===== src/rtl/velocity_cell_reader_if.sv =====
// rtl/velocity_cell_reader_if.sv - velocity RAM read port and particle stream bundle
interface velocity_cell_reader_if #(
    parameter int DATA_WIDTH = 96,
    parameter int ADDR_WIDTH = 8
);
    logic [ADDR_WIDTH-1:0] mem_address;
    logic                  mem_rden;
    logic                  mem_wren;
    logic [DATA_WIDTH-1:0] mem_q;

    logic                  out_valid;
    logic                  out_ready;
    logic [DATA_WIDTH-1:0] out_data;
    logic [ADDR_WIDTH-1:0] out_index;
    logic                  out_last;

    modport master (
        output mem_address,
        output mem_rden,
        output mem_wren,
        input  mem_q,
        output out_valid,
        input  out_ready,
        output out_data,
        output out_index,
        output out_last
    );

    modport slave (
        input  mem_address,
        input  mem_rden,
        input  mem_wren,
        output mem_q,
        input  out_valid,
        output out_ready,
        input  out_data,
        input  out_index,
        input  out_last
    );
endinterface


===== src/rtl/velocity_cell_reader.sv =====
// rtl/velocity_cell_reader.sv - reads a cell's particle count then streams its velocity words
module velocity_cell_reader #(
    parameter int DATA_WIDTH   = 96,
    parameter int PARTICLE_NUM = 220,
    parameter int ADDR_WIDTH   = 8
) (
    input  logic                  clock,
    input  logic                  rst_n,
    input  logic                  start,
    output logic                  busy,
    output logic                  done,
    output logic [ADDR_WIDTH-1:0] particle_count,
    output logic                  count_err,
    velocity_cell_reader_if.master bus
);

    localparam logic [ADDR_WIDTH-1:0] MAX_COUNT = ADDR_WIDTH'(PARTICLE_NUM - 1);
    localparam logic [ADDR_WIDTH-1:0] ONE       = ADDR_WIDTH'(1);

    typedef enum logic [2:0] {
        ST_IDLE,
        ST_RD_CNT,
        ST_WAIT_CNT,
        ST_STREAM,
        ST_FIN
    } state_t;

    state_t                state;
    logic [ADDR_WIDTH-1:0] next_rd_addr;
    logic [ADDR_WIDTH-1:0] addr_hold;
    logic                  inflight;
    logic [ADDR_WIDTH-1:0] inflight_addr;

    // Two-entry skid FIFO holding returned words tagged with their address.
    logic [DATA_WIDTH-1:0] fifo_data  [2];
    logic [ADDR_WIDTH-1:0] fifo_index [2];
    logic                  wr_ptr;
    logic                  rd_ptr;
    logic [1:0]            fifo_count;

    logic [ADDR_WIDTH-1:0] raw_count;
    logic [ADDR_WIDTH-1:0] clamped_count;
    logic                  out_valid_int;
    logic                  out_last_int;
    logic                  pop;
    logic [2:0]            occ_next;
    logic                  issue;

    // Count clamping from the word returned for address 0.
    always_comb begin
        raw_count     = bus.mem_q[ADDR_WIDTH-1:0];
        clamped_count = (raw_count > MAX_COUNT) ? MAX_COUNT : raw_count;
    end

    // Stream head, handshake and read-issue decision; a read is issued only
    // when the FIFO is guaranteed to have room for it when it returns.
    always_comb begin
        out_valid_int = (fifo_count != 2'd0);
        out_last_int  = out_valid_int && (fifo_index[rd_ptr] == particle_count);
        pop           = out_valid_int && bus.out_ready;
        occ_next      = {1'b0, fifo_count} + {2'b00, inflight} - {2'b00, pop};
        issue         = (state == ST_STREAM) && (next_rd_addr <= particle_count)
                        && (occ_next < 3'd2);
    end

    // RAM port drive; the address holds its last value when no read is issued.
    always_comb begin
        bus.mem_wren = 1'b0;
        bus.mem_rden = (state == ST_RD_CNT) || issue;
        if (state == ST_RD_CNT) begin
            bus.mem_address = '0;
        end else if (issue) begin
            bus.mem_address = next_rd_addr;
        end else begin
            bus.mem_address = addr_hold;
        end
    end

    // Stream outputs come straight from the FIFO head.
    always_comb begin
        bus.out_valid = out_valid_int;
        bus.out_data  = fifo_data[rd_ptr];
        bus.out_index = fifo_index[rd_ptr];
        bus.out_last  = out_last_int;
    end

    // Control FSM with registered busy/done/count/err.
    always_ff @(posedge clock) begin
        if (!rst_n) begin
            state          <= ST_IDLE;
            busy           <= 1'b0;
            done           <= 1'b0;
            particle_count <= '0;
            count_err      <= 1'b0;
            next_rd_addr   <= '0;
        end else begin
            case (state)
                ST_IDLE: begin
                    done <= 1'b0;
                    if (start) begin
                        state     <= ST_RD_CNT;
                        busy      <= 1'b1;
                        count_err <= 1'b0;
                    end
                end
                ST_RD_CNT: begin
                    state <= ST_WAIT_CNT;
                end
                ST_WAIT_CNT: begin
                    particle_count <= clamped_count;
                    if (raw_count > MAX_COUNT) begin
                        count_err <= 1'b1;
                    end
                    if (clamped_count == '0) begin
                        state <= ST_FIN;
                        done  <= 1'b1;
                    end else begin
                        state        <= ST_STREAM;
                        next_rd_addr <= ONE;
                    end
                end
                ST_STREAM: begin
                    if (issue) begin
                        next_rd_addr <= next_rd_addr + ONE;
                    end
                    if (pop && out_last_int) begin
                        state <= ST_FIN;
                        done  <= 1'b1;
                    end
                end
                ST_FIN: begin
                    state <= ST_IDLE;
                    done  <= 1'b0;
                    busy  <= 1'b0;
                end
                default: begin
                    state <= ST_IDLE;
                end
            endcase
        end
    end

    // Address hold, in-flight tracking and FIFO push/pop.
    always_ff @(posedge clock) begin
        if (!rst_n) begin
            addr_hold     <= '0;
            inflight      <= 1'b0;
            inflight_addr <= '0;
            wr_ptr        <= 1'b0;
            rd_ptr        <= 1'b0;
            fifo_count    <= 2'd0;
            fifo_data[0]  <= '0;
            fifo_data[1]  <= '0;
            fifo_index[0] <= '0;
            fifo_index[1] <= '0;
        end else begin
            addr_hold <= bus.mem_address;
            inflight  <= issue;
            if (issue) begin
                inflight_addr <= next_rd_addr;
            end
            if (inflight) begin
                fifo_data[wr_ptr]  <= bus.mem_q;
                fifo_index[wr_ptr] <= inflight_addr;
                wr_ptr             <= ~wr_ptr;
            end
            if (pop) begin
                rd_ptr <= ~rd_ptr;
            end
            fifo_count <= occ_next[1:0];
        end
    end

endmodule


===== src/flat_wrapper.sv =====
// flat-port wrapper written by rule: the top's interface ports become plain ports
module velocity_cell_reader_flat 
#(
    parameter int DATA_WIDTH   = 96,
    parameter int PARTICLE_NUM = 220,
    parameter int ADDR_WIDTH   = 8
)
  (clock, rst_n, start, busy, done, particle_count, count_err, bus_mem_address, bus_mem_rden, bus_mem_wren, bus_mem_q, bus_out_valid, bus_out_ready, bus_out_data, bus_out_index, bus_out_last);
  velocity_cell_reader_if #(.DATA_WIDTH(DATA_WIDTH), .ADDR_WIDTH(ADDR_WIDTH)) bus_i ();
  input  logic clock;
  input  logic rst_n;
  input  logic start;
  output logic busy;
  output logic done;
  output logic [ADDR_WIDTH-1:0] particle_count;
  output logic count_err;
  output wire logic [$bits(bus_i.mem_address)-1:0] bus_mem_address;
  output wire logic [$bits(bus_i.mem_rden)-1:0] bus_mem_rden;
  output wire logic [$bits(bus_i.mem_wren)-1:0] bus_mem_wren;
  input wire logic [$bits(bus_i.mem_q)-1:0] bus_mem_q;
  output wire logic [$bits(bus_i.out_valid)-1:0] bus_out_valid;
  input wire logic [$bits(bus_i.out_ready)-1:0] bus_out_ready;
  output wire logic [$bits(bus_i.out_data)-1:0] bus_out_data;
  output wire logic [$bits(bus_i.out_index)-1:0] bus_out_index;
  output wire logic [$bits(bus_i.out_last)-1:0] bus_out_last;
  assign bus_mem_address = bus_i.mem_address;
  assign bus_mem_rden = bus_i.mem_rden;
  assign bus_mem_wren = bus_i.mem_wren;
  assign bus_i.mem_q = bus_mem_q;
  assign bus_out_valid = bus_i.out_valid;
  assign bus_i.out_ready = bus_out_ready;
  assign bus_out_data = bus_i.out_data;
  assign bus_out_index = bus_i.out_index;
  assign bus_out_last = bus_i.out_last;
  velocity_cell_reader #(.DATA_WIDTH(DATA_WIDTH), .PARTICLE_NUM(PARTICLE_NUM), .ADDR_WIDTH(ADDR_WIDTH)) u_core (.clock(clock), .rst_n(rst_n), .start(start), .busy(busy), .done(done), .particle_count(particle_count), .count_err(count_err), .bus(bus_i));
endmodule

===== config.mk =====
export PLATFORM = sky130hd
export DESIGN_NAME = velocity_cell_reader_flat
export DESIGN_NICKNAME = d
export VERILOG_FILES = /design/src/rtl/velocity_cell_reader_if.sv /design/src/rtl/velocity_cell_reader.sv /design/src/flat_wrapper.sv
export SDC_FILE = /design/constraint.sdc
export NUM_CORES = 1
export LEC_CHECK = 0
export CAP_MARGIN = 20
export CORE_MARGIN = 3
export CORE_UTILIZATION = 51
export DETAILED_ROUTE_END_ITERATION = 6
export PLACE_DENSITY = 0.8
export SYNTH_ARGS = -nofsm -noshare
export SYNTH_HDL_FRONTEND = slang
export SYNTH_SLANG_ARGS = --single-unit

===== constraint.sdc =====
create_clock -name clock -period 22.4 [get_ports clock]
set_input_delay 4.48 -clock clock [delete_from_list [all_inputs] [get_ports clock]]
set_output_delay 4.48 -clock clock [all_outputs]
set_load 0.01 [all_outputs]

==> results by group, run 1 <==
Final layout
  • Fillers: 1,550
  • Layout cells sized above 1: 0.155
  • # nets final: 1,164
  • Area growth syn-to-layout: 29.1%
  • Final Instance Count excl. Fillers: 1,347
  • Multi-input gate area: 0.00388 mm^2
  • Sequential cell area: 0.00713 mm^2
  • Finished Core Util: 0.683
  • ANT cells: 0

Placed design
  • Port Buffers: 225
  • Cell count after placement: 1,299
  • Placer Congestion: 0.833
  • Pre-CTS setup slack: 10.01 ns
  • Hpwl dp: 17,200 um

Yosys
  • Cell Area, Synth: 0.0113 mm^2
  • Largest cells by area after synthesis: edfxtp_1 55%, and2_1 12%, mux2_2 10%
  • Async set-or-reset flop fraction in the synthesized netlist: 0
  • Compound-Gate Fraction of Synth Area: 0.0493
  • Post-synthesis simple-gate area fraction: 0.165
  • Post-Synth Adder-Cell Area: 0.0139
  • Seq cells post-synth: 252
  • Netlist cell types: 59
  • Largest family of logic cells by synthesized area: simple AND/OR/NAND/NOR gates
  • Mean post-synth cell area: 13.4 um^2
  • Post-synth top area cell: edfxtp_1
  • Synth Flop Type: edfxtp_1
  • Yosys synthesis warning count: 0
  • Mux contribution to synthesized area: 0.104
  • Xor/xnor share of the synthesized area: 0.00773
  • Top cell type's share of synthesized area: 0.551
  • Mapped Nets: 958
  • Number of flops mapped to enable cells by yosys: 208
  • Seq/Total Area, Yosys: 0.629
  • Cells after synthesis: 846

Worst setup path
  • Crit path DAT: 7.98 ns
  • R2R Setup Slk: 18.96 ns
  • CP startpoint kind: input port
  • Delay-heaviest family, CP: buffers and inverters
  • WP buf/inv: 4
  • Stages on worst setup path: 12
  • CP Cell Sequence: clkdlybuf4s50_1, and2_1, ha_1, inv_1, ha_1, inv_1, fa_1, xnor2_1, nand3_2, o31ai_4, o21ai_0, clkdlybuf4s50_1
  • R2R Path End: u_core.addr_hold[7]
  • CP Data Required Time: 17.92 ns
  • Crit path capture: bus_mem_address[7]
  • CP max stage delay: 0.72 ns
  • Critical Path Sink Type: output port
  • Critical R2R Launch: u_core.fifo_count[1]
  • Maximum fanout along the worst path: 17
  • R2R cell count: 11
  • Crit-path slowest cell: o31ai_4
  • Crit Path Class: input port to output port
  • CP startpoint: bus_out_ready

STA
  • Final-report max-slew violation count: 0
  • Final setup fails: 0
  • TNS Setup: 0 ns
  • Period minus WS final: 12.46 ns
  • Final worst slack: 9.94 ns
  • Fmax: 80.3 MHz
  • Worst-margin pin slew: 0.945 ns
  • Hold slack: 0.482 ns
  • Max-slew headroom: 0.370
  • Fin crit share: 0.556
  • Unrepaired setup endpoints after global routing: no
  • Fin. Hold Viols: 0
  • Worst clock skew: 0.00696 ns

Die
  • Die Y: 155 um
  • Core Box Area: 0.0214 mm^2
  • Initial core utilization: 0.529
  • IO Pins: 227
  • Die area: 0.0240 mm^2
  • Die width: 155 um
  • Std cell rows: 53

Routing
  • DR DRC count: 0
  • Final ANT Viol Nets: 0
  • Via count: 7,332
  • Drt pass-1 iters: 6
  • Initial DRC Count: 443
  • Routed WL: 26,700 um
  • Routed vias/inst: 5.44
  • Per-cell routed wire length: 19.8 um

Hold path
  • HP Class: flip-flop to flip-flop
  • Hold wc startpoint: u_core.addr_hold[0]

Clock network
  • Max Root-Sink Buffers: 3
  • Reg clk slew, reported paths: 0.06 ns
  • Total CTS buffers: 26
  • CTS Sinks: 252
  • Root Buffer: clkbuf_16
  • Cts repair resizes: 0
  • Clk_lat worst skew: 0.51 ns
  • TritonCTS clock tree: built
  • Post CTS Setup Buffer Count: 0
  • Hold-fix buffer count after cts: 0
  • CTS HTree Levels: 1

Outcome
  • Status: complete, no violations

GRT
  • Largest net degree at the start of global routing: 106
  • Initial antenna violation count: 1
  • Total track usage: 0.216
  • GR Overflow Total: 0
  • Global-route wire length before repair: 41,300 um
  • Number of global-route vias before repair: 7,489

Power
  • LEAKAGE: 5.35 nW
  • Worst vdd ir: 0.0632 mV
  • PD cells: 79.5 mW/mm^2

Flow run
  • Max_cap viols: 0
cell type report:
type / count / area share
inverter: 25 / 0.00642
clock inverter: 12 / 0.0107
clock buffer: 36 / 0.0492
timing repair buffer: 232 / 0.158
tap: 275 / 0.0235
sequential: 252 / 0.488
multi-input combinational: 515 / 0.265
how the worst min path moves through the flow:
stage	end	slack [ns]	cells past startpoint
global placement	u_core.particle_count[5]	0.46	2
floorplan	u_core.addr_hold[7]	0.45	2
CTS	u_core.addr_hold[0]	0.48	2
finish	u_core.addr_hold[0]	0.48	2
detailed placement	u_core.addr_hold[0]	0.46	2
global route	u_core.particle_count[5]	0.50	2
per-stage QoR:
stage                     power (W)  area, um^2
after floorplan            0.000645       11300
after detailed placement   0.000734       13800
after global placement     0.000731       13800
after CTS                   0.00117       14600
final                       0.00116       14600
after global routing        0.00120       14600
worst reg2reg max path, stage by stage (launching register included):
cell and delay, ns:
dfxtp_1 0.37, or2_2 0.32, and2_1 0.23, ha_1 0.31, inv_1 0.06, ha_1 0.13
inv_1 0.05, fa_1 0.38, xnor2_1 0.27, nand3_2 0.26, o31ai_4 0.72, o32ai_1 0.20
cells in the mapped netlist (2+ instances only):
master and number:
and2_1 211, o21ai_1 7, nand4_1 11, o21a_1 2, mux2i_1 3, o22ai_1 4, nand3_1 6, clkbuf_1 38
inv_1 25, buf_1 2, nor3_1 7, o31ai_1 8, edfxtp_1 208, o32ai_1 7, a21o_1 2, nand2b_1 2
buf_4 3, a211oi_1 4, nand3b_1 4, buf_2 7, xnor2_1 9, a41oi_1 3, o21ai_0 7, nand2_1 23
buf_6 4, a31oi_1 2, or2_2 2, dfxtp_1 44, a21oi_1 26, and3_1 6, nor2b_1 3, nor2_1 15
ha_1 11, nor4_1 3, mux2_2 101, nor3_2 3
metal layers:
metal	share of wire	vias up	track usage
li1	-	3448	-
met1	0.41	3543	0.287
met2	0.50	288	0.368
met3	0.074	51	0.0381
met4	0.024	2	0.0576
met5	0.00071	-	0
flip-flops by register name (all words and copies together) (netlist names), named ones only:
signal                 cells
u_core.particle_count      8
u_core.count_err           1
u_core.addr_hold           8
u_core.state               3
u_core.fifo_data         192
u_core.done                1
u_core.wr_ptr              1
u_core.next_rd_addr        8
u_core.fifo_count          2
u_core.rd_ptr              1
u_core.inflight_addr       8
u_core.busy                1
u_core.fifo_index         16
u_core.inflight            1
cell families (layout without fill, tap and decap cells):
logic type	count (synthesis)	count (layout)
AO/OA/AOI/OAI	81	81
XOR/XNOR	10	10
adder cells (fa/ha/maj)	12	12
buffers and inverters	79	305
flip-flops	252	252
multiplexers	105	105
other	1	1
AND/OR/NAND/NOR	306	306
power by group:
group	switching, W	internal, W
logic	0.0000843	0.0000978
registers	0.0000149	0.000526
clock network	0.000170	0.000270
cells in the final DEF (no fill, tap or decap), drive strengths merged, types with 2 or more instances in the layout:
master,n
clkinv,8
xnor2,9
a211oi,4
ha,11
o31ai,9
a221oi,2
nor4,5
clkdlybuf4s50,225
inv,25
a41oi,3
clkbuf,36
or2,2
nor2,16
and2,211
mux2,101
nand2b,2
o21a,2
o22ai,4
dfxtp,44
nand3b,4
a21oi,27
o21ai,14
mux2i,4
a21o,2
nand2,23
edfxtp,208
buf,7
nand3,7
nor2b,3
bufinv,4
nand4,12
nor3,10
a31oi,2
o32ai,7
and3,7
(Power assumes the default switching activity.)
==> run 2: changes to the inputs <==
clock period = 11.8 ns   (was 22.4 ns; I/O delays follow)
==> run 2 against run 1 <==
Effect of this change: worst setup slack worse by 6.4 ns; critical path depth unchanged; clock power up 96%; register-to-register slack worse by 11 ns; first-iteration DRC count up 4.1%; hold slack worse by 0.0036 ns; routed wire length down 0.86%; die area unchanged; flip-flop and latch count unchanged; non-clock buffer count up 1; combinational power up 91%; clock-buffer cell count up 3; highest routed layer unchanged.
==> results by group, run 2 (same netlist as run 1, synthesis figures left out) <==
STA
  • Fin crit share: 0.696
  • Worst-margin pin slew: 0.999 ns (+0.0540 ns)
  • Fin. Hold Viols: 0 (unchanged)
  • Unrepaired setup endpoints after global routing: no
  • Final setup fails: 0 (unchanged)
  • Fmax: 122 MHz
  • Worst clock skew: 0.0107 ns (+0.00371 ns)
  • Period minus WS final: 8.21 ns
  • TNS Setup: 0 ns (unchanged)
  • Max-slew headroom: 0.334 (-0.0360)
  • Final-report max-slew violation count: 0 (unchanged)

Final layout
  • Commonest non-fill, non-tap cell in the layout: clkdlybuf4s50_1
  • Fillers: 1,531 (-1.2%)
  • Most frequent cells in the layout: 225 x clkdlybuf4s50_1, 211 x and2_1, 208 x edfxtp_1
  • Largest regs: u_core.fifo_data x192, u_core.fifo_index x16
  • Area growth syn-to-layout: 29.7%
  • Sequential cell area: 0.00713 mm^2 (unchanged)
  • Layout cells sized above 1: 0.158 (+0.00344)
  • # nets final: 1,166 (+0.17%)
  • Finished Core Util: 0.686 (+0.00304)
  • Flip-flop count of the largest register after layout: 192 (unchanged)
  • Multi-input gate area: 0.00388 mm^2 (unchanged)
  • ANT cells: 0 (unchanged)
  • Largest Register: u_core.fifo_data

Routing
  • Routed WL: 26,400 um (-0.86%)
  • Routed vias/inst: 5.47 (+0.41%)
  • Initial DRC Count: 461 (+4.1%)
  • Drt pass-1 iters: 5 (-1)
  • Via count: 7,373 (+0.56%)
  • Per-cell routed wire length: 19.6 um (-1.0%)
  • DR DRC count: 0 (unchanged)
  • Final ANT Viol Nets: 0 (unchanged)

Power
  • Tot Pwr: 0.00223 W (+92%)
  • Worst vdd ir: 0.112 mV (+77%)
  • PD cells: 152 mW/mm^2 (+91%)
  • LEAKAGE: 5.38 nW (+0.61%)

Clock network
  • Hold-fix buffer count after cts: 0 (unchanged)
  • CTS Sinks: 252 (unchanged)
  • Post CTS Setup Buffer Count: 0 (unchanged)
  • Total CTS buffers: 27 (+3.8%)
  • CTS HTree Levels: 1 (unchanged)
  • Cts repair resizes: 0 (unchanged)
  • Clk_lat worst skew: 0.52 ns (about the same)
  • Max Root-Sink Buffers: 3 (unchanged)
  • Reg clk slew, reported paths: 0.06 ns (about the same)
  • TritonCTS clock tree: built
  • Root Buffer: clkbuf_16

Worst setup path
  • Crit path DAT: 5.85 ns (-2.13 ns)
  • R2R cell count: 11 (unchanged)
  • R2R Path End: u_core.addr_hold[7]
  • Crit Path Class: input port to output port
  • Maximum fanout along the worst path: 17 (unchanged)
  • Critical Path Sink Type: output port
  • Critical R2R Launch: u_core.fifo_count[1]
  • CP Data Required Time: 9.44 ns (-8.48 ns)
  • R2R Setup Slk: 8.37 ns (-10.59 ns)
  • CP startpoint kind: input port

Die
  • Die Y: 155 um (unchanged)
  • Core Box Area: 0.0214 mm^2 (unchanged)
  • Die area: 0.0240 mm^2 (unchanged)
  • Die width: 155 um (unchanged)
  • Initial core utilization: 0.529 (unchanged)
  • Std cell rows: 53 (unchanged)
  • IO Pins: 227 (unchanged)

Flow run
  • Max_cap viols: 0 (unchanged)

GRT
  • Largest net degree at the start of global routing: 106 (unchanged)
  • GR Overflow Total: 0 (unchanged)
  • Initial antenna violation count: 2 (+1)
  • Number of global-route vias before repair: 7,522 (+0.44%)
  • Total track usage: 0.216 (+0.000659)
  • Global-route wire length before repair: 41,600 um (+0.84%)

Placed design
  • Placer Congestion: 0.853 (+2.4%)
  • Port Buffers: 225 (unchanged)
  • Hpwl dp: 16,900 um (-1.8%)

Hold path
  • Hold wc startpoint: u_core.addr_hold[7]
  • HP Class: flip-flop to flip-flop
  • Hold EP: u_core.addr_hold[7]
  • WHS Path Cells: 2 (unchanged)

Outcome
  • Status: complete, no violations
run 2: worst max-delay path: stages:
cell and delay [ns]:
clkdlybuf4s50_1 0.44, and2_1 0.23, ha_1 0.27, inv_1 0.06, ha_1 0.13, inv_1 0.05
fa_1 0.37, xnor2_1 0.27, nand3_2 0.26, o31ai_4 0.72, o21ai_0 0.18, clkdlybuf4s50_1 0.51
run 2: layer usage:
layer  vias up  part of all wire  GRT usage
li1       3448                 -          -
met1      3594              0.41      0.282
met2       276              0.50      0.375
met3        51             0.067     0.0420
met4         4             0.024     0.0551
met5         -            0.0012          0
run 2: how the worst max path moves through the flow:
| stage | from | slack [ns] | endpoint |
|---|---|---|---|
| 2_1_floorplan | u_core.inflight | 3.40 | u_core.fifo_data[0][0] |
| 6_report | bus_out_ready | 3.59 | bus_mem_address[7] |
| 3_3_place_gp | bus_out_ready | 3.73 | bus_mem_rden |
| 3_5_place_dp | bus_out_ready | 3.61 | bus_mem_address[7] |
| 5_1_grt | bus_out_ready | 3.36 | bus_mem_address[7] |
| 4_1_cts | bus_out_ready | 3.58 | bus_mem_address[7] |
run 2: area by class of cell:
cell class,instances,area share
tap,275,0.0234
clock inverter,10,0.0102
inverter,25,0.00639
clock buffer,39,0.0520
timing repair buffer,233,0.159
sequential,252,0.485
multi-input combinational,515,0.264
run 2: through the flow:
stage	hold slack [ns]	area, um^2	std cells	setup slack [ns]
global route	0.497	14700	1349	3.36
finish	0.478	14700	1349	3.59
global placement	0.463	13800	1299	3.73
floorplan	0.448	11300	846	3.40
detailed placement	0.471	13800	1299	3.61
CTS	0.479	14700	1348	3.58
run 2: where the power goes:
part	leakage (nW)	internal, W	switching (W)
combinational	2.43	0.000187	0.000160
clock	0.450	0.000534	0.000327
sequential	2.50	0.000999	0.0000287
==> run 3: changes to the inputs <==
CORE_UTILIZATION = 47   (was 51)
PLACE_DENSITY = 0.78   (was 0.8)
clock period = 7.45 ns   (was 11.8 ns; I/O delays follow)
==> run 3 against run 2 <==
Effect of this change: combinational power grew 57%; via count shrank 0.56%; global-route usage shrank 1.7 points; core utilization shrank 6.7 points; highest routed layer unchanged; clock skew shrank 0.0060 ns; flip-flop and latch count is the same; sequential power grew 58%.
==> results by group, run 3 (same netlist as run 1, synthesis figures left out) <==
Final layout
  • Largest regs: u_core.fifo_data x192, u_core.fifo_index x16
  • Final Instance Count excl. Fillers: 1,387 (+2.8%)
  • ANT cells: 0 (unchanged)
  • Largest Register: u_core.fifo_data
  • Most frequent cells in the layout: 225 x clkdlybuf4s50_1, 211 x and2_1, 208 x edfxtp_1
  • Layout cells sized above 1: 0.152 (-0.00660)
  • Multi-input gate area: 0.00388 mm^2 (unchanged)
  • Sequential cell area: 0.00713 mm^2 (unchanged)
  • Fillers: 1,856 (+21%)
  • # nets final: 1,165 (-0.086%)
  • Finished Core Util: 0.619 (-0.0667)
  • Commonest non-fill, non-tap cell in the layout: clkdlybuf4s50_1
  • Area growth syn-to-layout: 28.7%
  • Flip-flop count of the largest register after layout: 192 (unchanged)

Clock network
  • Hold-fix buffer count after cts: 0 (unchanged)
  • Reg clk slew, reported paths: 0.06 ns (about the same)
  • Root Buffer: clkbuf_16
  • CTS Sinks: 252 (unchanged)
  • Clk_lat worst skew: 0.52 ns (about the same)
  • Cts repair resizes: 0 (unchanged)
  • Max Root-Sink Buffers: 3 (unchanged)
  • Total CTS buffers: 27 (unchanged)
  • Post CTS Setup Buffer Count: 0 (unchanged)
  • CTS HTree Levels: 1 (unchanged)
  • TritonCTS clock tree: built

STA
  • Max-slew headroom: 0.336 (+0.00120)
  • Final setup fails: 0 (unchanged)
  • Unrepaired setup endpoints after global routing: no
  • Worst-margin pin slew: 0.997 ns (-0.00181 ns)
  • Fmax: 153 MHz
  • TNS Setup: 0 ns (unchanged)
  • Fin. Hold Viols: 0 (unchanged)
  • Final-report max-slew violation count: 0 (unchanged)
  • Fin crit share: 0.875
  • Worst clock skew: 0.00463 ns (-0.00604 ns)
  • Period minus WS final: 6.52 ns

GRT
  • Number of global-route vias before repair: 7,411 (-1.5%)
  • Total track usage: 0.200 (-0.0168)
  • Largest net degree at the start of global routing: 105 (-0.94%)
  • Global-route wire length before repair: 41,500 um (-0.33%)
  • Initial antenna violation count: 2 (unchanged)
  • GR Overflow Total: 0 (unchanged)

Routing
  • DR DRC count: 0 (unchanged)
  • Met1 WL: 10,700 um (-0.73%)
  • Per-cell routed wire length: 19.2 um (-2.1%)
  • Routed vias/inst: 5.29 (-3.3%)
  • Final ANT Viol Nets: 0 (unchanged)
  • Drt pass-1 iters: 5 (unchanged)
  • Via count: 7,332 (-0.56%)
  • Max Used Layer: met5
  • Metal3 WL: 1930 um (+9.0%)
  • Initial DRC Count: 573 (+24%)
  • Routed WL: 26,600 um (+0.67%)
  • Metal2 WL: 13,300 um (+1.1%)

Worst setup path
  • Crit path DAT: 5.03 ns (-0.82 ns)
  • WP buf/inv: 4 (unchanged)
  • CP Data Required Time: 5.96 ns (-3.48 ns)
  • Maximum fanout along the worst path: 17 (unchanged)
  • R2R Path End: u_core.addr_hold[7]
  • Crit Path Class: input port to output port
  • CP max stage delay: 0.71 ns (about the same)
  • R2R Setup Slk: 3.99 ns (-4.38 ns)
  • Crit-path slowest cell: o31ai_4
  • Critical Path Sink Type: output port
  • CP Cell Sequence: clkdlybuf4s50_1, and2_1, ha_1, inv_1, ha_1, inv_1, fa_1, xnor2_1, nand3_2, o31ai_4, o21ai_1, clkdlybuf4s50_1
  • Delay-heaviest family, CP: buffers and inverters
  • CP startpoint kind: input port
  • R2R cell count: 11 (unchanged)
  • Critical R2R Launch: u_core.fifo_count[1]

Hold path
  • Hold wc startpoint: u_core.particle_count[5]
  • Hold EP: u_core.particle_count[5]
  • WHS Path Cells: 2 (unchanged)
  • HP Class: flip-flop to flip-flop

Power
  • Worst vdd ir: 0.180 mV (+61%)
  • LEAKAGE: 5.30 nW (-1.5%)
  • Tot Pwr: 0.00337 W (+51%)
  • PD cells: 231 mW/mm^2 (+52%)

Outcome
  • Status: complete, no violations

Die
  • Std cell rows: 56 (+5.7%)
  • Initial core utilization: 0.481 (-0.0477)
  • Die area: 0.0260 mm^2 (+8.2%)
  • Die width: 161 um (+4.0%)
  • Die Y: 161 um (+4.0%)
  • IO Pins: 227 (unchanged)
  • Core Box Area: 0.0235 mm^2 (+9.9%)

Placed design
  • Cell count after placement: 1,343 (+3.4%)
  • Hpwl dp: 16,800 um (-0.85%)
  • Port Buffers: 225 (unchanged)
  • Placer Congestion: 0.855 (+0.29%)

Flow run
  • Max_cap viols: 0 (unchanged)
## run 3: routing by layer
| metal | vias to the layer above | global-route usage |
|---|---|---|
| met5 | - | 0 |
| met4 | 4 | 0.0473 |
| met3 | 49 | 0.0457 |
| met2 | 248 | 0.349 |
| met1 | 3591 | 0.254 |
| li1 | 3440 | - |
## run 3: power breakdown
part,internal (W),total [W],switching (W)
sequential,0.00158,0.00163,0.0000452
clock,0.000688,0.00120,0.000507
combinational,0.000294,0.000545,0.000251
## run 3: worst max-delay path by stage
stage / startpoint / to / slack [ns] / depth (start not counted)
after global placement: bus_out_ready / bus_mem_address[7] / 1.11 / 12
final: bus_out_ready / bus_mem_address[4] / 0.93 / 12
after floorplan: rst_n / u_core.fifo_data[0][0] / 1.83 / 3
after detailed placement: bus_out_ready / bus_mem_address[7] / 1.01 / 12
after global routing: bus_out_ready / bus_mem_address[4] / 0.73 / 12
after CTS: bus_out_ready / bus_mem_address[4] / 0.98 / 12
## run 3: area by class of cell
class / instances / share of cell area
clock buffer: 32 / 0.0476
clock inverter: 12 / 0.00532
inverter: 25 / 0.00644
multi-input combinational: 515 / 0.266
sequential: 252 / 0.489
tap: 319 / 0.0274
timing repair buffer: 232 / 0.158
## run 3: tightest hold or removal path: cells and delay by family, from the launching register on
family | cells | cell delay (ns)
flops | 1 | 0.33
simple gates | 1 | 0.06
compound gates | 1 | 0.05
## run 3: through the flow
stage	hold WS, ns	worst slack, ns	area [um^2]
after floorplan	0.448	1.83	11300
after global placement	0.456	1.11	13800
after detailed placement	0.468	1.01	13800
after CTS	0.479	0.984	14600
after global routing	0.501	0.732	14600
final	0.480	0.931	14600
